===== src/rtl/hash_result_scan_pkg.sv =====
// Shared definitions for the hash result scanner.
//   state_e   : scanner FSM states
//   NO_HIT    : first_hit value when no word beat the target
//   OFS_*     : word offsets inside the 4-word summary record
package hash_result_scan_pkg;

   typedef enum logic [1:0] {
      StIdle,
      StRead,
      StWrite,
      StDone
   } state_e;

   localparam logic [31:0] NO_HIT = 32'hFFFF_FFFF;

   localparam logic [1:0] OFS_MIN   = 2'd0;
   localparam logic [1:0] OFS_IDX   = 2'd1;
   localparam logic [1:0] OFS_CNT   = 2'd2;
   localparam logic [1:0] OFS_FIRST = 2'd3;

endpackage


===== src/rtl/hash_result_scan_if.sv =====
// Shared single-port memory bus between the scanner and the memory.
//   mem_clk        : memory clock (copy of the scanner clock)
//   mem_we         : write enable
//   mem_addr       : 16-bit word address
//   mem_write_data : write data
//   mem_read_data  : read data, valid one cycle after the address
interface hash_result_scan_if;

   logic        mem_clk;
   logic        mem_we;
   logic [15:0] mem_addr;
   logic [31:0] mem_write_data;
   logic [31:0] mem_read_data;

   modport master (
      output mem_clk,
      output mem_we,
      output mem_addr,
      output mem_write_data,
      input  mem_read_data
   );

   modport slave (
      input  mem_clk,
      input  mem_we,
      input  mem_addr,
      input  mem_write_data,
      output mem_read_data
   );

endinterface


===== src/rtl/hash_result_scan_scan_compare_unit.sv =====
// Running minimum / hit tracker for the hash result scanner.
//   clk, reset : clock, asynchronous active-high reset
//   clear      : restart tracking (start of a new scan)
//   valid      : word/idx carry a hash word to evaluate this cycle
//   word, idx  : hash word and its nonce index
//   target     : difficulty target; word < target is a hit
//   min_word, min_idx : smallest word so far and its index (lowest index on ties)
//   hit_cnt    : saturating hit count
//   first_hit  : index of first hit, zero-extended, or NO_HIT
module hash_result_scan_scan_compare_unit #(
   parameter int unsigned IDX_W = 8
) (
   input  logic             clk,
   input  logic             reset,
   input  logic             clear,
   input  logic             valid,
   input  logic [31:0]      word,
   input  logic [IDX_W-1:0] idx,
   input  logic [31:0]      target,
   output logic [31:0]      min_word,
   output logic [IDX_W-1:0] min_idx,
   output logic [IDX_W-1:0] hit_cnt,
   output logic [31:0]      first_hit
);
   import hash_result_scan_pkg::*;

   logic [31:0]      min_q, min_d;
   logic [IDX_W-1:0] min_idx_q, min_idx_d;
   logic [IDX_W-1:0] hit_cnt_q, hit_cnt_d;
   logic [31:0]      first_hit_q, first_hit_d;

   always_comb begin
      min_d       = min_q;
      min_idx_d   = min_idx_q;
      hit_cnt_d   = hit_cnt_q;
      first_hit_d = first_hit_q;
      if (clear) begin
         min_d       = NO_HIT;
         min_idx_d   = '0;
         hit_cnt_d   = '0;
         first_hit_d = NO_HIT;
      end else if (valid) begin
         // Strict compare: equal words never displace an earlier index.
         if (word < min_q) begin
            min_d     = word;
            min_idx_d = idx;
         end
         if (word < target) begin
            // Count saturates, so zero only before the first hit.
            if (hit_cnt_q == '0) begin
               first_hit_d = {{(32-IDX_W){1'b0}}, idx};
            end
            if (hit_cnt_q != '1) begin
               hit_cnt_d = hit_cnt_q + 1'b1;
            end
         end
      end
   end

   always_ff @(posedge clk or posedge reset) begin
      if (reset) begin
         min_q       <= NO_HIT;
         min_idx_q   <= '0;
         hit_cnt_q   <= '0;
         first_hit_q <= NO_HIT;
      end else begin
         min_q       <= min_d;
         min_idx_q   <= min_idx_d;
         hit_cnt_q   <= hit_cnt_d;
         first_hit_q <= first_hit_d;
      end
   end

   assign min_word  = min_q;
   assign min_idx   = min_idx_q;
   assign hit_cnt   = hit_cnt_q;
   assign first_hit = first_hit_q;

endmodule


===== src/rtl/hash_result_scan.sv =====
// Scans NUM_NONCES hash words from memory, tracks the minimum and target hits,
// writes a 4-word summary record {min, min_idx, hit_cnt, first_hit} and pulses done.
//   clk, reset  : clock, asynchronous active-high reset
//   start       : begin a scan (only honoured when idle)
//   hash_addr   : address of nonce 0's hash word
//   result_addr : address of the summary record
//   target      : difficulty target
//   done        : one-cycle pulse after the record is written
//   found       : last scan had at least one hit
//   best_nonce  : index of the minimum word of the last scan
//   mem         : shared memory bus (master side)
module hash_result_scan #(
   parameter int unsigned NUM_NONCES = 16,
   parameter int unsigned IDX_W      = 8
) (
   input  logic             clk,
   input  logic             reset,
   input  logic             start,
   input  logic [15:0]      hash_addr,
   input  logic [15:0]      result_addr,
   input  logic [31:0]      target,
   output logic             done,
   output logic             found,
   output logic [IDX_W-1:0] best_nonce,
   hash_result_scan_if.master mem
);
   import hash_result_scan_pkg::*;

   // READ-cycle counter values: last address issue and last word arrival.
   localparam logic [IDX_W:0] LAST_ADDR_CNT = (IDX_W+1)'(NUM_NONCES - 1);
   localparam logic [IDX_W:0] LAST_CNT      = (IDX_W+1)'(NUM_NONCES);

   state_e           state_q, state_d;
   logic [IDX_W:0]   rd_cnt_q, rd_cnt_d;
   logic [1:0]       wr_ofs_q, wr_ofs_d;
   logic [15:0]      mem_addr_q, mem_addr_d;
   logic             mem_we_q, mem_we_d;
   logic             done_q, done_d;
   logic             found_q, found_d;
   logic [IDX_W-1:0] best_nonce_q, best_nonce_d;
   logic [15:0]      result_addr_q, result_addr_d;
   logic [31:0]      target_q, target_d;

   logic             scan_clear;
   logic             scan_valid;
   logic [IDX_W-1:0] scan_idx;
   logic [31:0]      min_word;
   logic [IDX_W-1:0] min_idx;
   logic [IDX_W-1:0] hit_cnt;
   logic [31:0]      first_hit;
   logic [31:0]      write_data;

   // Read data lags the address by one cycle, so READ cycle c carries word c-1.
   assign scan_clear = (state_q == StIdle) && start;
   assign scan_valid = (state_q == StRead) && (rd_cnt_q != '0);
   assign scan_idx   = IDX_W'(rd_cnt_q - 1'b1);

   hash_result_scan_scan_compare_unit #(
      .IDX_W (IDX_W)
   ) u_scan_compare_unit (
      .clk       (clk),
      .reset     (reset),
      .clear     (scan_clear),
      .valid     (scan_valid),
      .word      (mem.mem_read_data),
      .idx       (scan_idx),
      .target    (target_q),
      .min_word  (min_word),
      .min_idx   (min_idx),
      .hit_cnt   (hit_cnt),
      .first_hit (first_hit)
   );

   always_comb begin
      state_d       = state_q;
      rd_cnt_d      = rd_cnt_q;
      wr_ofs_d      = wr_ofs_q;
      mem_addr_d    = mem_addr_q;
      mem_we_d      = mem_we_q;
      done_d        = 1'b0;
      found_d       = found_q;
      best_nonce_d  = best_nonce_q;
      result_addr_d = result_addr_q;
      target_d      = target_q;
      unique case (state_q)
         StIdle: begin
            if (start) begin
               result_addr_d = result_addr;
               target_d      = target;
               mem_addr_d    = hash_addr;
               mem_we_d      = 1'b0;
               found_d       = 1'b0;
               rd_cnt_d      = '0;
               state_d       = StRead;
            end
         end
         StRead: begin
            rd_cnt_d = rd_cnt_q + 1'b1;
            if (rd_cnt_q < LAST_ADDR_CNT) begin
               mem_addr_d = mem_addr_q + 16'd1;
            end
            if (rd_cnt_q == LAST_CNT) begin
               wr_ofs_d   = OFS_MIN;
               mem_we_d   = 1'b1;
               mem_addr_d = result_addr_q;
               state_d    = StWrite;
            end
         end
         StWrite: begin
            if (wr_ofs_q == OFS_FIRST) begin
               mem_we_d     = 1'b0;
               found_d      = (hit_cnt != '0);
               best_nonce_d = min_idx;
               done_d       = 1'b1;
               state_d      = StDone;
            end else begin
               wr_ofs_d   = wr_ofs_q + 2'd1;
               mem_addr_d = result_addr_q + {14'd0, wr_ofs_d};
            end
         end
         StDone: begin
            state_d = StIdle;
         end
         default: begin
            state_d = StIdle;
         end
      endcase
   end

   always_comb begin
      write_data = '0;
      if (state_q == StWrite) begin
         unique case (wr_ofs_q)
            OFS_MIN:   write_data = min_word;
            OFS_IDX:   write_data = {{(32-IDX_W){1'b0}}, min_idx};
            OFS_CNT:   write_data = {{(32-IDX_W){1'b0}}, hit_cnt};
            OFS_FIRST: write_data = first_hit;
            default:   write_data = '0;
         endcase
      end
   end

   always_ff @(posedge clk or posedge reset) begin
      if (reset) begin
         state_q       <= StIdle;
         rd_cnt_q      <= '0;
         wr_ofs_q      <= '0;
         mem_addr_q    <= '0;
         mem_we_q      <= 1'b0;
         done_q        <= 1'b0;
         found_q       <= 1'b0;
         best_nonce_q  <= '0;
         result_addr_q <= '0;
         target_q      <= '0;
      end else begin
         state_q       <= state_d;
         rd_cnt_q      <= rd_cnt_d;
         wr_ofs_q      <= wr_ofs_d;
         mem_addr_q    <= mem_addr_d;
         mem_we_q      <= mem_we_d;
         done_q        <= done_d;
         found_q       <= found_d;
         best_nonce_q  <= best_nonce_d;
         result_addr_q <= result_addr_d;
         target_q      <= target_d;
      end
   end

   assign mem.mem_clk        = clk;
   assign mem.mem_we         = mem_we_q;
   assign mem.mem_addr       = mem_addr_q;
   assign mem.mem_write_data = write_data;

   assign done       = done_q;
   assign found      = found_q;
   assign best_nonce = best_nonce_q;

endmodule


===== src/flat_wrapper.sv =====
// flat-port wrapper written by rule: the top's interface ports become plain ports
module hash_result_scan_flat import hash_result_scan_pkg::*;
#(
   parameter int unsigned NUM_NONCES = 16,
   parameter int unsigned IDX_W      = 8
)
  (clk, reset, start, hash_addr, result_addr, target, done, found, best_nonce, mem_mem_clk, mem_mem_we, mem_mem_addr, mem_mem_write_data, mem_mem_read_data);
  hash_result_scan_if mem_i ();
  input  logic clk;
  input  logic reset;
  input  logic start;
  input  logic [15:0] hash_addr;
  input  logic [15:0] result_addr;
  input  logic [31:0] target;
  output logic done;
  output logic found;
  output logic [IDX_W-1:0] best_nonce;
  output wire logic [$bits(mem_i.mem_clk)-1:0] mem_mem_clk;
  output wire logic [$bits(mem_i.mem_we)-1:0] mem_mem_we;
  output wire logic [$bits(mem_i.mem_addr)-1:0] mem_mem_addr;
  output wire logic [$bits(mem_i.mem_write_data)-1:0] mem_mem_write_data;
  input wire logic [$bits(mem_i.mem_read_data)-1:0] mem_mem_read_data;
  assign mem_mem_clk = mem_i.mem_clk;
  assign mem_mem_we = mem_i.mem_we;
  assign mem_mem_addr = mem_i.mem_addr;
  assign mem_mem_write_data = mem_i.mem_write_data;
  assign mem_i.mem_read_data = mem_mem_read_data;
  hash_result_scan #(.NUM_NONCES(NUM_NONCES), .IDX_W(IDX_W)) u_core (.clk(clk), .reset(reset), .start(start), .hash_addr(hash_addr), .result_addr(result_addr), .target(target), .done(done), .found(found), .best_nonce(best_nonce), .mem(mem_i));
endmodule

===== config.mk =====
export PLATFORM = sky130hd
export DESIGN_NAME = hash_result_scan_flat
export DESIGN_NICKNAME = d
export VERILOG_FILES = /design/src/rtl/hash_result_scan_pkg.sv /design/src/rtl/hash_result_scan_if.sv /design/src/rtl/hash_result_scan_scan_compare_unit.sv /design/src/rtl/hash_result_scan.sv /design/src/flat_wrapper.sv
export SDC_FILE = /design/constraint.sdc
export NUM_CORES = 1
export LEC_CHECK = 0
export CORE_UTILIZATION = 30
export CTS_CLUSTER_SIZE = 12
export DETAILED_ROUTE_END_ITERATION = 8
export SLEW_MARGIN = 20
export SYNTH_ARGS = -nofsm -noshare
export SYNTH_HDL_FRONTEND = slang
export SYNTH_SLANG_ARGS = --single-unit

===== constraint.sdc =====
create_clock -name clk -period 15.8 [get_ports clk]
set_input_delay 4.74 -clock clk [delete_from_list [all_inputs] [get_ports clk]]
set_output_delay 4.74 -clock clk [all_outputs]
set_load 0.1 [all_outputs]

==> key figures <==
Run status
  – Run status: completed

Worst setup path
  – Worst R2R Setup Slack: 12.24 ns
  – Worst setup path class: clock port to output port
  – Critical Path Most Common Cell: clkbuf_16
  – Largest delay contributor family on the critical path: buffers and inverters
  – WP buf/inv: 3
  – Kind of start point of the critical path: clock port
  – Max incr delay on CP: 0.95 ns
  – Crit path DAT: 9.10 ns
  – WP data required: 11.06 ns
  – Critical-path top delay cell: clkdlybuf4s50_1
  – Cell Chain, Critical Path: clkbuf_16 > clkbuf_16 > clkdlybuf4s50_1
  – Critical path peak fanout: 2
  – Critical path capture point type: output port

STA
  – Setup violators final: 0
  – Final count of hold timing violations: 0
  – Slew at the pin closest to its max-slew limit: 1.03 ns
  – Clk_skew: 0.0172 ns
  – RSZ-0062 raised after global routing: false
  – Count of pins over their slew limit: 0
  – Slew margin rel.: 31.3%
  – Fin Setup TNS: 0 ns

Synth
  – Synth cell count leaders: 175 x nand2_1, 104 x dfrtp_1, 92 x inv_1
  – Count leader, synth: nand2_1
  – Top_reg_cell synth: dfrtp_1
  – Post-synth EDFFs: 0
  – Post-Synthesis Cells: 1,041
  – Synthesized area per cell: 8.62 sq um
  – Leading area contributor after synthesis: dfrtp_1
  – Synth top area share: 29.0%
  – Yosys warnings: 0
  – Mapped Nets: 1,218
  – Top cells by area, synth: dfrtp_1 29%, dfstp_2 12%, ha_1 11%, nand2_1 7.3%, a21oi_1 5.0%
  – Post-synthesis cell type count: 66
  – Register bit total from synthesis: 145
  – Cell Area, Synth: 8970 sq um
  – Fraction of registers with async set/reset: 100%
  – Sequential area share after synthesis: 41.0%

Clocking
  – Setup Buffers After CTS: 0
  – Hold buffers post-CTS: 0
  – Clock Latency Late Sink: 0.55 ns
  – Clock tree from TritonCTS: yes
  – CTS resizes: 0
  – Clock slew at reported path FFs: 0.06 ns

Power
  – Overall power: 2620 uW
  – Max IR drop VDD: 0.160 mV
  – Leak Pwr: 0.00502 uW
  – Pwr dens: 228 nW/um^2

Job
  – Max Cap Viol: 0

Floorplanning
  – FP Rows: 62
  – Chip width: 175 um
  – Die Y: 175 um
  – Core area: 29,100 sq um
  – Initial core utilization: 30.9%
  – I/O pin total: 159
  – Die area: 30,600 sq um

Detailed routing
  – Drt wl/cell: 16.5 um
  – DRT iter0 DRCs: 604
  – Vias: 7,839
  – Routed WL: 25.9 mm
  – DRC: 0
  – Vias per cell: 5.01
  – Routed Antenna Nets: 0
  – DRT Pass-1 Iters: 5

Global routing
  – Initial antenna violation count: 1
  – Largest net degree at the start of global routing: 95
  – Global-route wire length before repair: 41.7 mm
  – GRT Residual Overflow: 0
  – All-Layer GR Usage: 17.4%
  – Vias in the first global route: 7,721

Cells and area
  – Layout Nets: 1,346
  – Non-Filler Instances: 1,566
  – Ant. Diodes: 0
  – Share of layout cells above drive strength 1: 8.54%
  – Syn-to-layout area delta: 28.0%

Placed design
  – Placed Instances: 1,531
  – Final weighted congestion in routability-driven placement: 0.817
  – Post-DP HPWL: 18.7 mm
  – I/O Buffers: 158

Hold path
  – Worst min-delay path category: flip-flop to flip-flop
==> area by class of cell <==
cell class | count | area (sq um)
well taps | 384 | 480
clock inverters | 13 | 131
multi-input cells | 745 | 4700
clock buffers | 23 | 528
fillers | 2895 | 17600
inverters | 93 | 354
flip-flops and latches | 145 | 3680
repair buffers | 163 | 1620
==> where the power goes <==
part           internal (uW)  switching, uW
Clock                    260            200
Sequential               549            115
Combinational            440           1060
==> layer usage <==
| metal | global-route usage [%] | vias to the layer above | wire length [um] | part of all wire (%) |
|---|---|---|---|---|
| met1 | 23.7 | 3682 | 12200 | 47 |
| li1 | - | 3893 | - | - |
| met3 | 4.26 | 28 | 1450 | 5.6 |
| met2 | 26.9 | 236 | 11800 | 46 |
| met5 | 0 | - | 0 | 0 |
| met4 | 5.58 | 0 | 437 | 1.7 |
==> stage by stage <==
stage                     hold WS, ns  utilization, %  setup slack [ns]  cell area (sq um)
final                           0.465            39.5              1.96              11500
after global routing            0.483            39.5              1.94              11500
after CTS                       0.470            39.5              1.95              11500
after detailed placement        0.459            37.3              2.22              10800
after global placement          0.449            37.3              2.22              10800
after floorplan                 0.438               -              2.95               8970
==> sequential cells by signal, indices dropped and copies added (netlist names) <==
name	cells
u_core.rd_cnt_q	9
u_core.found	1
u_core.u_scan_compare_unit.min_word	32
u_core.target_q	32
u_core.done	1
u_core.u_scan_compare_unit.min_idx	8
u_core.state_q	2
u_core.mem.mem_addr	16
u_core.u_scan_compare_unit.first_hit	9
u_core.result_addr_q	16
u_core.u_scan_compare_unit.hit_cnt	8
u_core.wr_ofs_q	2
u_core.mem.mem_we	1
u_core.best_nonce	8
==> worst paths after layout <==
check,from,to,depth (start not counted)
max,clk,mem_mem_clk,3
min,u_core.u_scan_compare_unit.first_hit[30],u_core.u_scan_compare_unit.first_hit[30],2
max reg2reg,u_core.u_scan_compare_unit.min_word[1],u_core.u_scan_compare_unit.min_word[0],9
min reg2reg,u_core.u_scan_compare_unit.first_hit[30],u_core.u_scan_compare_unit.first_hit[30],2
max in group asynchronous,reset,u_core.mem.mem_addr[10],3
min in group asynchronous,reset,u_core.target_q[29],2
==> cells by family after synthesis <==
family,Yosys count,synth area share [%]
compound gates,294,20.4
flops,145,41.0
simple gates,328,16.3
xor+xnor,33,3.22
fa+ha+maj,78,11.0
buf+inv,151,6.65
mux,12,1.46
==> cell usage in the layout, fill, tap and decap left out, types with 5 or more instances in the layout <==
| cell type | n |
|---|---|
| a21o_1 | 12 |
| nand3_1 | 30 |
| xnor2_1 | 19 |
| clkbuf_16 | 20 |
| o211ai_1 | 37 |
| buf_4 | 6 |
| ha_1 | 77 |
| dfstp_2 | 41 |
| clkdlybuf4s50_1 | 158 |
| inv_1 | 91 |
| o21ai_1 | 5 |
| and4_1 | 5 |
| a211oi_1 | 9 |
| a21oi_1 | 89 |
| a22oi_1 | 7 |
| dfrtp_1 | 104 |
| nand2_1 | 174 |
| o31ai_1 | 10 |
| mux2_2 | 9 |
| clkinv_4 | 6 |
| nor3_1 | 6 |
| nand4_1 | 13 |
| nand2b_1 | 6 |
| xor2_1 | 14 |
| o21ai_0 | 82 |
| a222oi_1 | 8 |
| nor2_1 | 62 |
==> worst reg2reg max path, cell delays in order (launching register included) <==
cell	delay, ns
dfstp_2	0.54
inv_1	0.06
ha_1	0.26
a2111oi_0	0.48
o32ai_1	0.16
or4b_4	0.52
a31oi_4	0.66
buf_4	0.55
nor3_1	0.10
a21oi_1	0.15
(Power assumes the default switching activity.)
